===== src/rtl/keypad_scan.sv =====
// keypad_scan
// Scans a 4x4 active-low key matrix one column at a time and debounces a
// single candidate key. Each accepted press is reported as a 4-bit key code
// (4*row + col) together with a one-cycle valid pulse and a held level.
//
// Ports
//   clk        in   1  system clock, rising edge
//   rst        in   1  synchronous reset, active-high
//   row_n      in   4  matrix rows, pulled up, low = key closed in driven column
//   col_n      out  4  column drive, active-low, one bit low (col 0 = 4'b0111)
//   key_code   out  4  last accepted key, holds until the next accepted press
//   key_valid  out  1  one-cycle pulse when a press is accepted
//   key_down   out  1  high from press acceptance until release acceptance
module keypad_scan #(
  parameter int SCAN_DIV_BIT   = 14,
  parameter int DEBOUNCE_SCANS = 4
) (
  input  logic       clk,
  input  logic       rst,
  input  logic [3:0] row_n,
  output logic [3:0] col_n,
  output logic [3:0] key_code,
  output logic       key_valid,
  output logic       key_down
);

  typedef enum logic [1:0] {
    ST_IDLE,
    ST_DEB_PRESS,
    ST_HELD,
    ST_DEB_REL
  } state_t;

  localparam logic [3:0] DEB_LIMIT = 4'(DEBOUNCE_SCANS);

  logic [SCAN_DIV_BIT-1:0] r_presc;
  logic [1:0]              r_col;
  logic [3:0]              r_sync1;
  logic [3:0]              r_sync2;
  state_t                  r_state;
  logic [3:0]              r_cand;
  logic [3:0]              r_cnt;
  logic [3:0]              r_key_code;
  logic                    r_key_valid;
  logic                    r_key_down;

  logic       w_sample;
  logic       w_any_low;
  logic [1:0] w_row_idx;
  logic       w_at_cand_col;
  logic       w_cand_low;
  logic [3:0] w_cnt_inc;
  logic [3:0] w_col_n;

  // Prescaler and column index. The column advances on the last dwell cycle,
  // which is also the sample point for the column being left.
  always_ff @(posedge clk) begin
    if (rst) begin
      r_presc <= '0;
      r_col   <= '0;
    end else begin
      r_presc <= r_presc + SCAN_DIV_BIT'(1);
      if (w_sample) begin
        r_col <= r_col + 2'd1;
      end
    end
  end

  assign w_sample = &r_presc;

  // Column 0 drives bit 3 low, column 3 drives bit 0 low.
  for (genvar gi = 0; gi < 4; gi++) begin : g_col_dec
    assign w_col_n[gi] = (r_col != 2'(3 - gi));
  end
  assign col_n = w_col_n;

  // Two-stage synchronizer; idle level of the pulled-up rows is all ones.
  always_ff @(posedge clk) begin
    if (rst) begin
      r_sync1 <= 4'b1111;
      r_sync2 <= 4'b1111;
    end else begin
      r_sync1 <= row_n;
      r_sync2 <= r_sync1;
    end
  end

  assign w_any_low = ~&r_sync2;

  // Lowest-index low row wins when several rows are closed.
  always_comb begin
    w_row_idx = 2'd0;
    for (int i = 3; i >= 0; i--) begin
      if (!r_sync2[i]) begin
        w_row_idx = 2'(i);
      end
    end
  end

  assign w_at_cand_col = (r_col == r_cand[1:0]);
  assign w_cand_low    = ~r_sync2[r_cand[3:2]];
  assign w_cnt_inc     = r_cnt + 4'd1;

  // Debounce FSM. Only sample points advance it; outputs are registered here.
  always_ff @(posedge clk) begin
    if (rst) begin
      r_state     <= ST_IDLE;
      r_cand      <= 4'd0;
      r_cnt       <= 4'd0;
      r_key_code  <= 4'd0;
      r_key_valid <= 1'b0;
      r_key_down  <= 1'b0;
    end else begin
      r_key_valid <= 1'b0;
      if (w_sample) begin
        case (r_state)
          ST_IDLE: begin
            if (w_any_low) begin
              r_cand <= {w_row_idx, r_col};
              r_cnt  <= 4'd1;
              if (DEB_LIMIT == 4'd1) begin
                r_key_code  <= {w_row_idx, r_col};
                r_key_valid <= 1'b1;
                r_key_down  <= 1'b1;
                r_state     <= ST_HELD;
              end else begin
                r_state <= ST_DEB_PRESS;
              end
            end
          end
          ST_DEB_PRESS: begin
            if (w_at_cand_col) begin
              if (w_cand_low) begin
                r_cnt <= w_cnt_inc;
                if (w_cnt_inc == DEB_LIMIT) begin
                  r_key_code  <= r_cand;
                  r_key_valid <= 1'b1;
                  r_key_down  <= 1'b1;
                  r_state     <= ST_HELD;
                end
              end else begin
                r_state <= ST_IDLE;
              end
            end
          end
          ST_HELD: begin
            if (w_at_cand_col && !w_cand_low) begin
              r_cnt <= 4'd1;
              if (DEB_LIMIT == 4'd1) begin
                r_key_down <= 1'b0;
                r_state    <= ST_IDLE;
              end else begin
                r_state <= ST_DEB_REL;
              end
            end
          end
          ST_DEB_REL: begin
            if (w_at_cand_col) begin
              if (!w_cand_low) begin
                r_cnt <= w_cnt_inc;
                if (w_cnt_inc == DEB_LIMIT) begin
                  r_key_down <= 1'b0;
                  r_state    <= ST_IDLE;
                end
              end else begin
                // Release bounced: key is still considered held.
                r_state <= ST_HELD;
              end
            end
          end
          default: r_state <= ST_IDLE;
        endcase
      end
    end
  end

  assign key_code  = r_key_code;
  assign key_valid = r_key_valid;
  assign key_down  = r_key_down;

endmodule


===== config.mk =====
export PLATFORM = sky130hd
export DESIGN_NAME = keypad_scan
export DESIGN_NICKNAME = d
export VERILOG_FILES = /design/src/rtl/keypad_scan.sv
export SDC_FILE = /design/constraint.sdc
export NUM_CORES = 1
export LEC_CHECK = 0
export ABC_CLOCK_PERIOD_IN_PS = 3900
export CORE_UTILIZATION = 55
export DETAILED_ROUTE_END_ITERATION = 6
export PLACE_DENSITY = 0.78
export SYNTH_ARGS = -nofsm -noshare
export SYNTH_HDL_FRONTEND = slang
export SYNTH_SLANG_ARGS = --single-unit

===== constraint.sdc =====
create_clock -name clk -period 3.9 [get_ports clk]
set_clock_uncertainty 0.05 [all_clocks]
set_input_delay 0.78 -clock clk [delete_from_list [all_inputs] [get_ports clk]]
set_output_delay 0.78 -clock clk [all_outputs]
set_load 0.01 [all_outputs]

==> impl_metrics.env <==
export IMPL_ys_flop_type="dfxtp_1"
export IMPL_clock_sinks=40
export IMPL_post_cts_setup_buffers=0
export IMPL_synth_mux_area_share_pct=4.940
export IMPL_synth_top_area_share_pct=42.72
export IMPL_mostFrequentLayoutCells="dfxtp_1 (40), nor2_1 (21), clkdlybuf4s50_1 (15)"
export IMPL_finalPower_uw=664.0
export IMPL_slew_headroom_pct=57.05
export IMPL_p_comb_share_pct=4.2
export IMPL_final_common_cell="dfxtp_1"
export IMPL_layout_min_cycle_time_ps=2522
export IMPL_synthXorXnorAreaFrac_pct=7.410
export IMPL_viasPerCell=5.622
export IMPL_ys_async_sr_fraction_pct=0
export IMPL_worst_path_max_fanout=5
export IMPL_setup_viol=0
export IMPL_p_leak_nw=0.7569
export IMPL_tritoncts="done"
export IMPL_worstSetupStartpointType="flop"
export IMPL_cts_buffers=5
export IMPL_hold_start="r_sync1[3]"
export IMPL_cts_resized=0
export IMPL_required_ps=3070
export IMPL_hold_path_depth=1
export IMPL_antenna_found_initial=0
export IMPL_postRouteAntennaNets=0
export IMPL_fmax_mhz=396.5
export IMPL_drv_cap=0
export IMPL_drt_pass1_iterations=4
export IMPL_p_seq_share_pct=63.1
export IMPL_synth_distinct_cells=42
export IMPL_dr_first_iter_drc_count=71
export IMPL_gp_congestion=0.7437
export IMPL_num_antenna_cells=0
export IMPL_avgSynthCellArea_um2=9.325
export IMPL_synth_seq_cells=40
export IMPL_synth_area_um2=1874
export IMPL_initial_core_util_pct=59.44
export IMPL_r2r_setup_slack_ps=1900
export IMPL_seq_area_frac_synth_pct=42.72
export IMPL_power_density_nw_per_um2=315.7
export IMPL_placed_area_um2=2042
export IMPL_cts_path_max_buffers=2
export IMPL_internal_power_uw=514.4
export IMPL_nNetsFinal=227
export IMPL_hp_class="flop to flop"
export IMPL_grt_setup_unrepaired="false"
export IMPL_r2r_start="r_presc[4]"
export IMPL_grt_pass1_vias=1317
export IMPL_pwr_share_clk_pct=32.7
export IMPL_die_x_um=60.38
export IMPL_cp_data_arrival_time_ps=1690
export IMPL_dp_hpwl_mm=2.480
export IMPL_ios=16
export IMPL_grt_max_degree=22
export IMPL_grt_pass1_wl_mm=5.865
export IMPL_switching_share_pct=22.53
export IMPL_synth_compound_area_share_pct=10.81
export IMPL_drc=0
export IMPL_hold_violations=0
export IMPL_die_h_um=60.38
export IMPL_synth_area_leaders="dfxtp_1 (43%), ha_1 (4.7%), nor2_1 (4.2%), mux2i_1 (3.7%), xor2_1 (3.7%)"
export IMPL_wl_met3_um=127
export IMPL_fillers=264
export IMPL_peakVddDrop_mv=0.2823
export IMPL_post_synth_fa_ha_maj_area_fraction_pct=4.673
export IMPL_yosys_area_share_simple_pct=25.63
export IMPL_ys_warnings_count=0
export IMPL_synth_top_family_by_area="simple AND/OR/NAND/NOR gates"
export IMPL_overflow=0
export IMPL_clockRootBuffer="clkbuf_4"
export IMPL_cts_htree_levels=2
export IMPL_syn_inst=201
export IMPL_maxSlewViolCount=0
export IMPL_design_area_um2=2103
export IMPL_syn_to_final_growth_pct=12.22
export IMPL_synth_edf_count=0
export IMPL_vias=1456
export IMPL_rows=20
export IMPL_numPortBuffers=15
export IMPL_layout_drive_gt1_share_pct=11.16
export IMPL_path_class="flop to output port"
export IMPL_core_area_um2=3153
export IMPL_ff2ff_path_depth=5
export IMPL_fin_tns_setup_ps=0
export IMPL_worst_pin_slew_ps=642.2
export IMPL_p_sw_uw=149.6
export IMPL_synth_area_leader_cell="dfxtp_1"
export IMPL_cts_hold_buf=0
export IMPL_fp_dieArea_um2=3645
export IMPL_finalCritPeriodShare_pct=64.66
export IMPL_synth_nets=214
export IMPL_wire_per_inst_um=13.05
export IMPL_dr_wl_met2_mm=1.679
export IMPL_status="completed"
export IMPL_drt_met1_wl_mm=1.524
export IMPL_top_layer_used="met4"
export IMPL_hold_path_end="r_sync2[3]"
export IMPL_end_kind="output port"
export IMPL_wl_mm=3.379
export IMPL_final_core_util_pct=66.71
export IMPL_r2r_end="r_cand[3]"
export IMPL_grt_usage_pct=21.54
export IMPL_clock_latency_ps=340
export IMPL_clk_pin_slew_worst_paths_ps=120
[power by group through the flow]
stage	Sequential [mW]	Clock (mW)	Combinational (mW)
2_1_floorplan	0.427	0	0.0189
3_3_place_gp	0.428	0	0.0265
3_5_place_dp	0.428	0	0.0279
4_1_cts	0.419	0.220	0.0280
5_1_grt	0.420	0.243	0.0309
6_report	0.419	0.217	0.0277
[worst max path at each step]
stage | startpoint | to | slack [ps] | cells past startpoint
2_1_floorplan | r_cand[2] | r_cnt[0] | 2110 | 5
3_3_place_gp | rst | key_valid | 1610 | 3
3_5_place_dp | rst | key_valid | 1540 | 3
4_1_cts | r_col[0] | col_n[3] | 1360 | 4
5_1_grt | r_col[1] | col_n[3] | 1270 | 4
6_report | r_col[0] | col_n[3] | 1380 | 4
[area by class of cell]
cell class / instances / area [µm²] / share of cell area [%]
Inverter: 7 / 26.28 / 1.249
Clock inverter: 2 / 10.01 / 0.4759
Timing Repair Buffer: 16 / 157.7 / 7.496
Tap cell: 44 / 55.05 / 2.617
Multi-Input combinational cell: 144 / 1002 / 47.65
Clock buffer: 6 / 51.30 / 2.439
Sequential cell: 40 / 800.8 / 38.07
[registers in the layout, indices dropped and copies added (netlist names), named ones only]
| signal | cells |
|---|---|
| key_code | 4 |
| key_down | 1 |
| key_valid | 1 |
| r_cand | 4 |
| r_cnt | 4 |
| r_col | 2 |
| r_presc | 14 |
| r_state | 1 |
| r_sync1 | 4 |
| r_sync2 | 4 |
[per-stage QoR]
step | hold WS (ps) | std cells | setup slack [ps]
floorplan | 339.5 | 201 | 2106
global placement | 341.6 | 251 | 1608
detailed placement | 344.0 | 251 | 1538
CTS | 371.0 | 259 | 1356
global route | 392.9 | 259 | 1273
finish | 369.7 | 259 | 1378
[cell usage after synthesis, drive strengths merged (6+ instances only)]
cell type,number
nand4,11
nand3,8
a21oi,11
nor2,21
xnor2,7
o21ai,8
or2,8
inv,7
clkbuf,6
mux2i,7
nand2,12
dfxtp,40
xor2,8
ha,7
[metal layers]
layer	vias to the layer above	track usage, %
li1	737	-
met1	675	25.83
met2	37	37.21
met3	7	5.970
met4	0	6.977
met5	-	0
[cells by family (layout without fill, tap and decap cells)]
kind of cell	Yosys count	in the layout
AND/OR/NAND/NOR	83	83
flip-flops	40	40
AO/OA/AOI/OAI	31	31
buffers and inverters	17	31
XOR/XNOR	15	15
multiplexers	8	8
adder cells (fa/ha/maj)	7	7
[critical path, stage by stage (launching register included)]
cell and delay (ps):
dfxtp_1 440, inv_1 120, ha_1 210, inv_1 50
clkdlybuf4s50_1 520
Note: power is estimated with default switching activity, not from simulation.
